File: src/rtl/fourier_seq_ctrl.sv
// fourier_seq_ctrl: frame sequencer for the fourier_srg DFT core.
// Loads an N-sample frame into the core from a valid/ready stream, runs the
// transform with a timeout, then streams the N complex bins out through a
// 2-entry skid FIFO that supports back-to-back reads at one result per cycle.
// Optional build macro: FOURIER_SEQ_PERF_EN adds a frame latency counter on
// perf_cycles; without it perf_cycles is tied to zero.
module fourier_seq_ctrl #(
  parameter int N       = 10,
  parameter int DATA_W  = 32,
  parameter int TIMEOUT = 4096
) (
  input  logic              clk,
  input  logic              reset,
  input  logic              abort,
  input  logic              in_valid,
  input  logic [DATA_W-1:0] in_data,
  output logic              in_ready,
  output logic              out_valid,
  output logic [DATA_W-1:0] out_re,
  output logic [DATA_W-1:0] out_im,
  output logic [7:0]        out_index,
  output logic              out_last,
  input  logic              out_ready,
  output logic [1:0]        core_operation,
  output logic [31:0]       core_addr,
  output logic [DATA_W-1:0] core_x,
  input  logic [DATA_W-1:0] core_y_re,
  input  logic [DATA_W-1:0] core_y_im,
  input  logic              core_done,
  output logic              busy,
  output logic              error,
  output logic [31:0]       perf_cycles
);

  localparam logic [7:0]  LAST_IDX = 8'(N - 1);
  localparam logic [31:0] TO_LAST  = 32'(TIMEOUT - 1);

  typedef enum logic [2:0] {IDLE, LOAD, PROC, READ, ERR} state_t;

  state_t            r_state;
  state_t            w_next;
  logic [7:0]        r_load_cnt;
  logic [7:0]        r_rd_cnt;
  logic [7:0]        r_cap_idx;
  logic              r_rd_done;
  logic              r_inflight;
  logic [31:0]       r_to_cnt;
  logic [1:0]        r_occ;
  logic              r_rptr;
  logic              r_wptr;
  logic [DATA_W-1:0] r_fre  [2];
  logic [DATA_W-1:0] r_fim  [2];
  logic [7:0]        r_fidx [2];

  logic              w_in_ready;
  logic              w_beat;
  logic              w_out_valid;
  logic              w_pop;
  logic              w_last_pop;
  logic [1:0]        w_pend;
  logic              w_issue;

  // Handshake and read-issue qualifiers shared by the FSM and the datapath
  assign w_in_ready  = reset && !abort && ((r_state == IDLE) || (r_state == LOAD));
  assign w_beat      = in_valid && w_in_ready;
  assign w_out_valid = (r_occ != 2'd0);
  assign w_pop       = w_out_valid && out_ready && !abort;
  assign w_last_pop  = w_pop && (r_fidx[r_rptr] == LAST_IDX);
  // Occupancy after this cycle's pop plus the read still in flight; keeps the
  // FIFO from overflowing while allowing one new read per cycle
  assign w_pend      = r_occ + {1'b0, r_inflight} - {1'b0, w_pop};
  assign w_issue     = (r_state == READ) && !abort && !r_rd_done && (w_pend < 2'd2);

  assign in_ready  = w_in_ready;
  assign out_valid = w_out_valid;
  assign out_re    = w_out_valid ? r_fre[r_rptr]  : '0;
  assign out_im    = w_out_valid ? r_fim[r_rptr]  : '0;
  assign out_index = w_out_valid ? r_fidx[r_rptr] : '0;
  assign out_last  = w_out_valid && (r_fidx[r_rptr] == LAST_IDX);
  assign busy      = (r_state != IDLE);
  assign error     = (r_state == ERR);

  // State register
  always_ff @(posedge clk) begin
    if (!reset) r_state <= IDLE;
    else        r_state <= w_next;
  end

  // Next-state and core command decode
  always_comb begin
    w_next         = r_state;
    core_operation = 2'b00;
    core_addr      = '0;
    core_x         = '0;
    case (r_state)
      IDLE, LOAD: begin
        if (w_beat) begin
          core_operation = 2'b01;
          core_addr      = {24'd0, r_load_cnt};
          core_x         = in_data;
          w_next         = (r_load_cnt == LAST_IDX) ? PROC : LOAD;
        end
      end
      PROC: begin
        core_operation = 2'b10;
        if (core_done)                w_next = READ;
        else if (r_to_cnt == TO_LAST) w_next = ERR;
      end
      READ: begin
        core_operation = 2'b11;
        core_addr      = {24'd0, r_rd_cnt};
        if (w_last_pop) w_next = IDLE;
      end
      ERR:     w_next = ERR;
      default: w_next = IDLE;
    endcase
    if (abort) w_next = IDLE;
  end

  // Frame counters, read tracking and FIFO pointers
  always_ff @(posedge clk) begin
    if (!reset || abort) begin
      r_load_cnt <= '0;
      r_rd_cnt   <= '0;
      r_cap_idx  <= '0;
      r_rd_done  <= 1'b0;
      r_inflight <= 1'b0;
      r_to_cnt   <= '0;
      r_occ      <= '0;
      r_rptr     <= 1'b0;
      r_wptr     <= 1'b0;
    end else begin
      if (w_beat) r_load_cnt <= (r_load_cnt == LAST_IDX) ? 8'd0 : r_load_cnt + 8'd1;
      r_to_cnt   <= ((r_state == PROC) && (w_next == PROC)) ? r_to_cnt + 32'd1 : 32'd0;
      r_inflight <= w_issue;
      if (w_issue) begin
        r_cap_idx <= r_rd_cnt;
        if (r_rd_cnt == LAST_IDX) r_rd_done <= 1'b1;
        else                      r_rd_cnt  <= r_rd_cnt + 8'd1;
      end
      if (w_last_pop) begin
        r_rd_cnt  <= '0;
        r_rd_done <= 1'b0;
      end
      r_occ <= w_pend;
      if (r_inflight) r_wptr <= ~r_wptr;
      if (w_pop)      r_rptr <= ~r_rptr;
    end
  end

  // FIFO storage: capture core result one cycle after its read was issued
  always_ff @(posedge clk) begin
    if (r_inflight) begin
      r_fre[r_wptr]  <= core_y_re;
      r_fim[r_wptr]  <= core_y_im;
      r_fidx[r_wptr] <= r_cap_idx;
    end
  end

`ifdef FOURIER_SEQ_PERF_EN
  logic [31:0] r_perf_cnt;
  logic [31:0] r_perf_cycles;

  // Frame latency: restart on first beat, latch at last result pop, saturate
  always_ff @(posedge clk) begin
    if (!reset) begin
      r_perf_cnt    <= '0;
      r_perf_cycles <= '0;
    end else begin
      if (w_beat && (r_state == IDLE)) r_perf_cnt <= '0;
      else if (r_perf_cnt != 32'hFFFF_FFFF) r_perf_cnt <= r_perf_cnt + 32'd1;
      if (w_last_pop)
        r_perf_cycles <= (r_perf_cnt == 32'hFFFF_FFFF) ? 32'hFFFF_FFFF : r_perf_cnt + 32'd1;
    end
  end

  assign perf_cycles = r_perf_cycles;
`else
  assign perf_cycles = '0;
`endif

endmodule

File: config.mk
export PLATFORM = sky130hd
export DESIGN_NAME = fourier_seq_ctrl
export DESIGN_NICKNAME = d
export VERILOG_FILES = /design/src/rtl/fourier_seq_ctrl.sv
export SDC_FILE = /design/constraint.sdc
export NUM_CORES = 1
export LEC_CHECK = 0
export CORE_MARGIN = 1.5
export CORE_UTILIZATION = 50
export CTS_BUF_LIST = sky130_fd_sc_hd__clkbuf_16
export DETAILED_ROUTE_END_ITERATION = 6
export DONT_BUFFER_PORTS = 1
export SYNTH_ARGS = -nofsm -noshare
export SYNTH_HDL_FRONTEND = slang
export SYNTH_SLANG_ARGS = --single-unit
File: constraint.sdc
create_clock -name clk -period 4.7 [get_ports clk]
set_clock_uncertainty 0.1 [all_clocks]
set_input_delay 0.94 -clock clk [delete_from_list [all_inputs] [get_ports clk]]
set_output_delay 0.94 -clock clk [all_outputs]
set_load 0.05 [all_outputs]
==> flow_summary.json, run 1 <==
{
  "switching_share_pct": 22.08,
  "seq_power_share_pct": 53.2,
  "die_x_microns": 138.0,
  "cp_slowest_stage_delay_ns": 0.83,
  "drc": 0,
  "drive_gt1_share_pct": 6.314,
  "via_per_inst": 5.380,
  "crit_family": "flip-flops",
  "status": "finished clean",
  "cts-hold-fix-buffers": 0,
  "switchingPower_mw": 0.8174,
  "core-area_sq_um": 17900,
  "routedWlPerCell_microns": 19.00,
  "highest_layer": "met5",
  "port_buffers": 0,
  "netlist_top_cells_count": "144 x edfxtp_1, 130 x nor2_1, 71 x mux2i_1",
  "final_nets": 869,
  "synthArstFlopShare_pct": 0,
  "crit_fanout": 44,
  "max-slew-margin-rel_pct": 17.13,
  "cts_resized": 0,
  "antenna_found_initial": 9,
  "multi_input_area_sq_um": 3113,
  "ys_types": 46,
  "finalPower_mw": 3.702,
  "worst_slack_ns": 0.7896,
  "fin_crit_ns": 3.910,
  "grt_overflow_total": 0,
  "hold_viol_final": 0,
  "syn_area_per_cell_sq_um": 11.95,
  "routed-wl-met3_microns": 2017,
  "dpl.hpwl_microns": 13350,
  "p_int_mw": 2.885,
  "cts_tree": "yes",
  "fin_crit_sh_pct": 83.20,
  "min_path_type": "flip-flop to flip-flop",
  "tightest_slew_ns": 1.240,
  "start_util_pct": 50.92,
  "cp-start-kind": "flip-flop",
  "critical_path.cell_chain": "buf_4, mux2i_1, nor2_1",
  "cts_buffer_depth": 3,
  "synth_area_leaders": "edfxtp_1 47%, dfxtp_1 14%, mux2i_1 7.8%, nor2_1 5.4%, buf_4 4.6%",
  "grt_pass1_vias": 5284,
  "rows": 49,
  "synth_top_area_cell": "edfxtp_1",
  "grt_max_degree": 75,
  "worstPathArrival_ns": 2.87,
  "crit_buf_inv": 1,
  "grtUsageTotal_pct": 19.62,
  "stdcell_count": 1015,
  "ys_warn_count": 0,
  "htreeDepth": 1,
  "rsz0062_at_grt": "false",
  "power_per_cell_area_nw_per_um2": 376.5,
  "place.gp.congestion": 0.8185,
  "peakVddDrop_uv": 240.5,
  "met2_length_microns": 9003,
  "yosysTopAreaCellShare_pct": 47.43,
  "area_delta_synth_final_pct": 7.864,
  "finalSetupViolCount": 0,
  "grt_pass1_wl_microns": 29960,
  "power.leakage_nw": 3.292,
  "initialDrtViolationCount": 303,
  "crit_required_ns": 3.66,
  "yosysMostFrequentCell": "edfxtp_1",
  "clk_latency_ns": 0.50,
  "maxCapViolCount": 0,
  "pwr-share-comb_pct": 4.1,
  "synth.cell_area_sq_um": 9116,
  "cp_slowest_cell": "dfxtp_4",
  "ios": 277,
  "fp.dieH_microns": 138.0,
  "regArea_sq_um": 5649,
  "fmax_mhz": 255.7,
  "final.setup.tns_ns": 0,
  "cts_sinks": 210,
  "ant_nets": 0,
  "drt_first_pass_iters": 5,
  "wirelength_met1_microns": 7837,
  "syn_inst": 763,
  "path_class": "flip-flop to output port",
  "wl_microns": 19290,
  "nFillCells": 1503,
  "synth_edf_count": 144,
  "synth_top_flop_cell": "edfxtp_1",
  "final-max-slew-violation-count": 0,
  "clkPwrFrac_pct": 42.7,
  "clkTransAtPathRegs_ns": 0.06,
  "place_ws_ns": 1.275,
  "ys_seq_area_share_pct": 61.93,
  "cp-end-kind": "output port",
  "num_vias": 5461,
  "final_util_pct": 54.93,
  "dp.cells": 965,
  "clock_tree.root_cell": "clkbuf_16",
  "synth_seq_cells": 210,
  "die_area_sq_um": 19050,
  "post_cts.repair.setup_buffers": 0,
  "numCtsBuffers": 22
}
[flip-flops by register name, indices dropped and copies added, names as in the netlist, named ones only]
name        count
r_fim          64
r_fre          64
r_to_cnt       32
r_fidx         16
r_cap_idx       8
r_load_cnt      8
r_rd_cnt        8
r_state         3
r_occ           2
r_inflight      1
r_rd_done       1
r_rptr          1
r_wptr          1
[worst reg2reg max path, delay by kind of cell (launching register included)]
kind                     cells  cell delay (ns)
adder cells (fa/ha/maj)      1             0.23
buffers and inverters        1             0.26
flip-flops                   1             0.40
AND/OR/NAND/NOR              5             1.81
[power groups by stage]
stage	logic [mW]	registers [mW]	clock network (mW)
CTS	0.148	1.97	1.63
global route	0.155	1.97	1.69
detailed placement	0.148	2.01	0
global placement	0.148	2.01	0
finish	0.151	1.97	1.58
floorplan	0.183	2.01	0
[cell type report]
class	instances	area share, %
inverter	7	0.2672
antenna	10	0.2545
sequential	210	57.45
clock inverter	18	1.171
clock buffer	22	5.599
multi-input combinational	510	31.66
timing repair buffer	9	0.6871
tap	229	2.914
[cells by family (layout without fill, tap and decap cells)]
| family | after synthesis | after routing | synth area share (%) |
|---|---|---|---|
| flip-flops | 210 | 210 | 61.93 |
| AND/OR/NAND/NOR | 293 | 293 | 15.84 |
| other | 1 | 66 | 0.04114 |
| buffers and inverters | 98 | 56 | 6.437 |
| adder cells (fa/ha/maj) | 7 | 7 | 0.9607 |
| multiplexers | 71 | 71 | 7.796 |
| XOR/XNOR | 41 | 41 | 4.090 |
| AO/OA/AOI/OAI | 42 | 42 | 2.910 |
[layer usage]
metal	global-route usage (%)	up-vias
li1	-	2604
met1	24.92	2629
met2	31.61	186
met3	7.413	38
met4	5.485	4
met5	0	-
[per-stage QoR]
step	instance area (sq um)	hold slack, ns
2_1_floorplan	9323	0.3254
3_3_place_gp	9143	0.3386
3_5_place_dp	9143	0.3501
4_1_cts	9808	0.3675
5_1_grt	9808	0.3709
6_report	9833	0.3673
[final timing paths]
kind	from	to	slack (ns)	cells past startpoint
worst min register to register	r_cap_idx[2]	r_fidx[0][2]	0.37	0
worst min-delay path	r_cap_idx[2]	r_fidx[0][2]	0.37	0
worst max register to register	r_to_cnt[0]	r_to_cnt[16]	1.75	7
worst max-delay path	flip-flop	out_re[29]	0.79	3
[cells in the final DEF, fill, tap and decap left out, types with 2 or more instances in the layout]
cell type and count:
nor2_1 129, and2_4 2, nor3_1 5, clkbuf_16 22, a22o_1 7, nor2b_1 5
mux2i_1 71, a21oi_1 17, conb_1 56, nand3_1 20, nor4b_4 2, and2_1 4
xnor2_1 9, a22oi_1 3, diode_2 10, nand4_1 17, a31oi_1 3, clkinv_1 4
nand2b_1 5, edfxtp_1 144, ha_1 7, inv_1 12, nand2_1 39, inv_2 2
clkinv_2 4, xor2_1 31, o21ai_0 5, or4_1 3, dfxtp_1 65, and3_1 41
buf_4 9, nor4_1 9
No activity file was read; power rests on OpenSTA's default activity.
==> run 2: changes to the inputs <==
- PLACE_DENSITY: unset -> 0.68
- clock period: 4.7 -> 3.53 ns (I/O delays scaled with it)
==> run 2 against run 1 <==
Critical path depth is 2 higher. Global-route usage is 0.27 points lower. Critical endpoint is now core_addr[3]. Combinational power is 33% higher. Sequential power is 33% higher. Highest routed layer is now met4. Non-clock buffer count is 81 higher. Via count is 5.9% higher. Die area stayed put. Critical path type unchanged.
==> flow_summary.json, run 2 (synthesis gave the netlist of run 1 again) <==
{
  "via_per_inst": 5.311,
  "worstPathArrival_ns": 2.23,
  "cp_slowest_cell": "buf_4",
  "power_per_cell_area_nw_per_um2": 474.5,
  "timing.rr.start": "r_occ[1]",
  "clkPwrFrac_pct": 43.2,
  "crit_buf_inv": 2,
  "die_area_sq_um": 19050,
  "final-max-slew-violation-count": 0,
  "min_from": "core_y_re[4]",
  "cp_slowest_stage_delay_ns": 0.42,
  "grtUsageTotal_pct": 19.36,
  "clock_tree.root_cell": "clkbuf_16",
  "routedWlPerCell_microns": 17.44,
  "largestRegisters": "r_fim (64), r_fre (64), r_to_cnt (32)",
  "crit_family": "buffers and inverters",
  "status": "finished clean",
  "area_delta_synth_final_pct": 14.85,
  "crit_fanout": 36,
  "final_common_cell": "edfxtp_1",
  "core-area_sq_um": 17900,
  "post_dp_cell_area_sq_um": 9776,
  "layout_common_cells": "144 x edfxtp_1, 129 x nor2_1, 88 x buf_4",
  "grt_max_degree": 73,
  "drc": 0,
  "power.leakage_nw": 3.735,
  "fin_crit_ns": 3.035,
  "start_util_pct": 50.92,
  "switchingPower_mw": 1.083,
  "fin_crit_sh_pct": 85.98,
  "nFillCells": 1471,
  "path_class": "flip-flop to output port",
  "cp-end-kind": "output port",
  "switching_share_pct": 21.79,
  "cp-start-kind": "flip-flop",
  "cts-hold-fix-buffers": 0,
  "wl_microns": 18990,
  "maxCapViolCount": 0,
  "clk_latency_ns": 0.49,
  "drt_first_pass_iters": 5,
  "drive_gt1_share_pct": 15.17,
  "grt_pass1_vias": 5534,
  "grt_overflow_total": 0,
  "hold_viol_final": 0,
  "num_vias": 5784,
  "ios": 277,
  "post_cts.repair.setup_buffers": 0,
  "rsz0062_at_grt": "false",
  "fp.dieH_microns": 138.0,
  "numCtsBuffers": 22,
  "tightest_slew_ns": 1.005,
  "worst_r2r_endpoint": "r_rd_cnt[5]",
  "peakVddDrop_uv": 373.0,
  "min_path_type": "input port to flip-flop",
  "antenna_found_initial": 5,
  "max-slew-margin-rel_pct": 33.01,
  "rrSetupSlack_ns": 0.71,
  "htreeDepth": 1,
  "p_int_mw": 3.885,
  "crit_required_ns": 2.72,
  "final_area_sq_um": 10470,
  "seq_power_share_pct": 52.8,
  "min_path_cells": 0,
  "final_nets": 950,
  "fmax_mhz": 329.5,
  "place.gp.congestion": 0.8427,
  "die_x_microns": 138.0,
  "crit_top_cell": "buf_4",
  "final.setup.tns_ns": 0,
  "hold_end": "r_fre[0][4]",
  "ff2ff_path_depth": 10,
  "dpl.hpwl_microns": 13130,
  "cts_tree": "yes",
  "pwr-share-comb_pct": 4.0,
  "final_util_pct": 58.48,
  "cts_buffer_depth": 3,
  "grt_pass1_wl_microns": 29890,
  "rows": 49,
  "finalSetupViolCount": 0,
  "initialDrtViolationCount": 382,
  "port_buffers": 0,
  "critical_path.cell_chain": "nor4b_4, buf_4, and2_4, a22o_1, buf_4",
  "cts_sinks": 210,
  "cts_resized": 0,
  "clkTransAtPathRegs_ns": 0.06,
  "ant_nets": 0
}
## run 2: power by group through the flow
stage | combinational [mW] | sequential (mW) | clock, mW
CTS | 0.198 | 2.62 | 2.20
floorplan | 0.244 | 2.68 | 0
global placement | 0.197 | 2.68 | 0
finish | 0.201 | 2.62 | 2.14
global route | 0.207 | 2.62 | 2.29
detailed placement | 0.198 | 2.68 | 0
## run 2: worst max-delay path by stage
| stage | cells past startpoint | slack [ns] | to | start |
|---|---|---|---|---|
| 5_1_grt | 5 | 0.40 | core_addr[1] | r_state[2] |
| 3_3_place_gp | 10 | 0.75 | r_rd_cnt[7] | out_ready |
| 2_1_floorplan | 3 | 0.30 | core_addr[1] | abort |
| 6_report | 5 | 0.49 | core_addr[3] | r_state[2] |
| 3_5_place_dp | 10 | 0.55 | r_rd_cnt[5] | out_ready |
| 4_1_cts | 5 | 0.50 | core_addr[3] | r_state[2] |
## run 2: per-stage QoR
step | std cells | power, mW | setup slack [ns] | hold slack (ns)
after floorplan | 818 | 2.920 | 0.3046 | 0.3254
after global placement | 1046 | 2.873 | 0.7507 | 0.3391
after detailed placement | 1046 | 2.874 | 0.5508 | 0.3438
after CTS | 1086 | 5.017 | 0.5007 | 0.1903
after global routing | 1086 | 5.121 | 0.3990 | 0.1810
final | 1089 | 4.968 | 0.4947 | 0.2049
## run 2: layout make-up
class | instances | area, sq um | share of cell area, %
Clock inverter | 17 | 111.4 | 1.064
Sequential cell | 210 | 5649 | 53.96
Antenna cell | 3 | 7.507 | 0.07170
Timing Repair Buffer | 90 | 700.7 | 6.692
Inverter | 7 | 26.28 | 0.2510
Clock buffer | 23 | 575.6 | 5.497
Tap cell | 229 | 286.5 | 2.737
Multi-Input combinational cell | 510 | 3113 | 29.73
## run 2: per-layer routing
metal | wire length [microns] | GRT usage [%]
met2 | 9119 | 32.18
met4 | 611 | 6.925
met1 | 7752 | 24.37
met5 | 0 | 0
met3 | 1506 | 5.369
==> run 3: changes to the inputs <==
- PLACE_DENSITY: 0.68 -> 0.69
==> run 3 against run 2 <==
Cell count is 1.0% lower. Total power is 0.36% lower. Hold slack worse by 0.0042 ns. Final area is 0.94% lower. Global-route usage is 1.4 points lower. Critical path type unchanged. Largest cell class unchanged. Largest power group unchanged.
==> flow_summary.json, run 3 (synthesis gave the netlist of run 1 again) <==
{
  "status": "finished clean",
  "final_nets": 940,
  "finalSetupViolCount": 0,
  "cts-hold-fix-buffers": 0,
  "grt_overflow_total": 0,
  "crit_required_ns": 2.72,
  "peakVddDrop_uv": 319.4,
  "wirelength_met1_microns": 7173,
  "drt_first_pass_iters": 6,
  "drc": 0,
  "ant_nets": 0,
  "grtUsageTotal_pct": 17.96,
  "max-slew-margin-rel_pct": 33.92,
  "port_buffers": 0,
  "crit_cells": 5,
  "min_path_cells": 0,
  "highest_layer": "met4",
  "post_cts.repair.setup_buffers": 0,
  "routedWlPerCell_microns": 16.64,
  "maxCapViolCount": 0,
  "hold_viol_final": 0,
  "grt_pass1_vias": 5432,
  "cp_slowest_stage_delay_ns": 0.75,
  "ff2ff_path_depth": 10,
  "largestRegisters": "r_fim (64), r_fre (64), r_to_cnt (32)",
  "die_area_sq_um": 19050,
  "multi_input_area_sq_um": 3113,
  "timing.rr.start": "r_occ[1]",
  "crit_fanout": 35,
  "start_util_pct": 50.92,
  "cts_sinks": 210,
  "worstPathArrival_ns": 2.34,
  "clk_latency_ns": 0.50,
  "core-area_sq_um": 17900,
  "fin_crit_ns": 3.142,
  "grt_max_degree": 73,
  "fmax_mhz": 318.3,
  "cts_buffer_depth": 3,
  "die_x_microns": 138.0,
  "rows": 49,
  "critical_path.cell_chain": "nand2_1, nor4_1, o22ai_1, nor2_1, buf_4",
  "dpl.hpwl_microns": 12490,
  "place.gp.congestion": 0.8757,
  "drive_gt1_share_pct": 14.29,
  "crit_family": "flip-flops",
  "fp.dieH_microns": 138.0,
  "final_common_cell": "edfxtp_1",
  "cp-end-kind": "output port",
  "tightest_slew_ns": 0.9912,
  "routed-wl-met3_microns": 1382,
  "final_util_pct": 57.93,
  "crit_buf_inv": 1,
  "final.setup.tns_ns": 0,
  "area_delta_synth_final_pct": 13.77,
  "clock_tree.root_cell": "clkbuf_16",
  "cp_slowest_cell": "dfxtp_4",
  "num_vias": 5712,
  "numCtsBuffers": 22,
  "layout_common_cells": "144 x edfxtp_1, 129 x nor2_1, 79 x buf_4",
  "fin_crit_sh_pct": 89.00,
  "min_from": "core_y_re[7]",
  "power.leakage_nw": 3.689,
  "path_class": "flip-flop to output port",
  "power_per_cell_area_nw_per_um2": 477.3,
  "met2_length_microns": 9056,
  "rsz0062_at_grt": "false",
  "cts_resized": 0,
  "min_path_type": "input port to flip-flop",
  "nFillCells": 1453,
  "antenna_found_initial": 2,
  "via_per_inst": 5.299,
  "initialDrtViolationCount": 275,
  "cp-start-kind": "flip-flop",
  "ios": 277,
  "grt_pass1_wl_microns": 28090,
  "htreeDepth": 1,
  "cts_tree": "yes",
  "final-max-slew-violation-count": 0,
  "regArea_sq_um": 5649,
  "clkTransAtPathRegs_ns": 0.06,
  "wl_microns": 17940
}
run 3: cell types whose count changed in the layout (fill, tap and decap cells not counted), sizes merged:
cell	change
diode	-1
clkinv	+4
clkinvlp	-4
buf	-10
run 3: report_power, final:
part | internal, mW | switching [mW]
clock | 1.25 | 0.879
combinational | 0.0118 | 0.188
sequential | 2.62 | 0.000842
total | 3.88 | 1.07
run 3: per-stage QoR:
stage	cells	hold WS, ns	cell area (sq um)	worst slack (ns)	power [mW]
floorplan	818	0.3254	9325	0.3046	2.920
global placement	1036	0.3339	9688	0.7844	2.873
detailed placement	1036	0.3412	9688	0.7666	2.873
CTS	1076	0.1864	10370	0.2957	4.996
global route	1078	0.1786	10370	0.1748	5.103
finish	1078	0.2008	10370	0.3885	4.950
run 3: routing by layer:
metal / global-route usage [%] / vias to the layer above
li1: - / 2742
met1: 21.43 / 2708
met2: 32.39 / 231
met3: 4.191 / 31
met4: 5.097 / 0
met5: 0 / -
run 3: layout make-up:
| type | count | share of cell area, % |
|---|---|---|
| Antenna cell | 2 | 0.04826 |
| Clock buffer | 23 | 5.550 |
| Inverter | 7 | 0.2533 |
| Tap cell | 229 | 2.763 |
| Timing Repair Buffer | 80 | 5.911 |
| Sequential cell | 210 | 54.47 |
| Multi-Input combinational cell | 510 | 30.02 |
| Clock inverter | 17 | 0.9893 |
run 3: path summary, 6_finish.rpt:
kind / slack [ns] / end
setup / recovery: 0.39 / out_last
hold / removal: 0.20 / r_fre[1][7]
setup reg to reg: 0.94 / r_rd_cnt[6]
hold reg to reg: 0.35 / r_fidx[1][0]
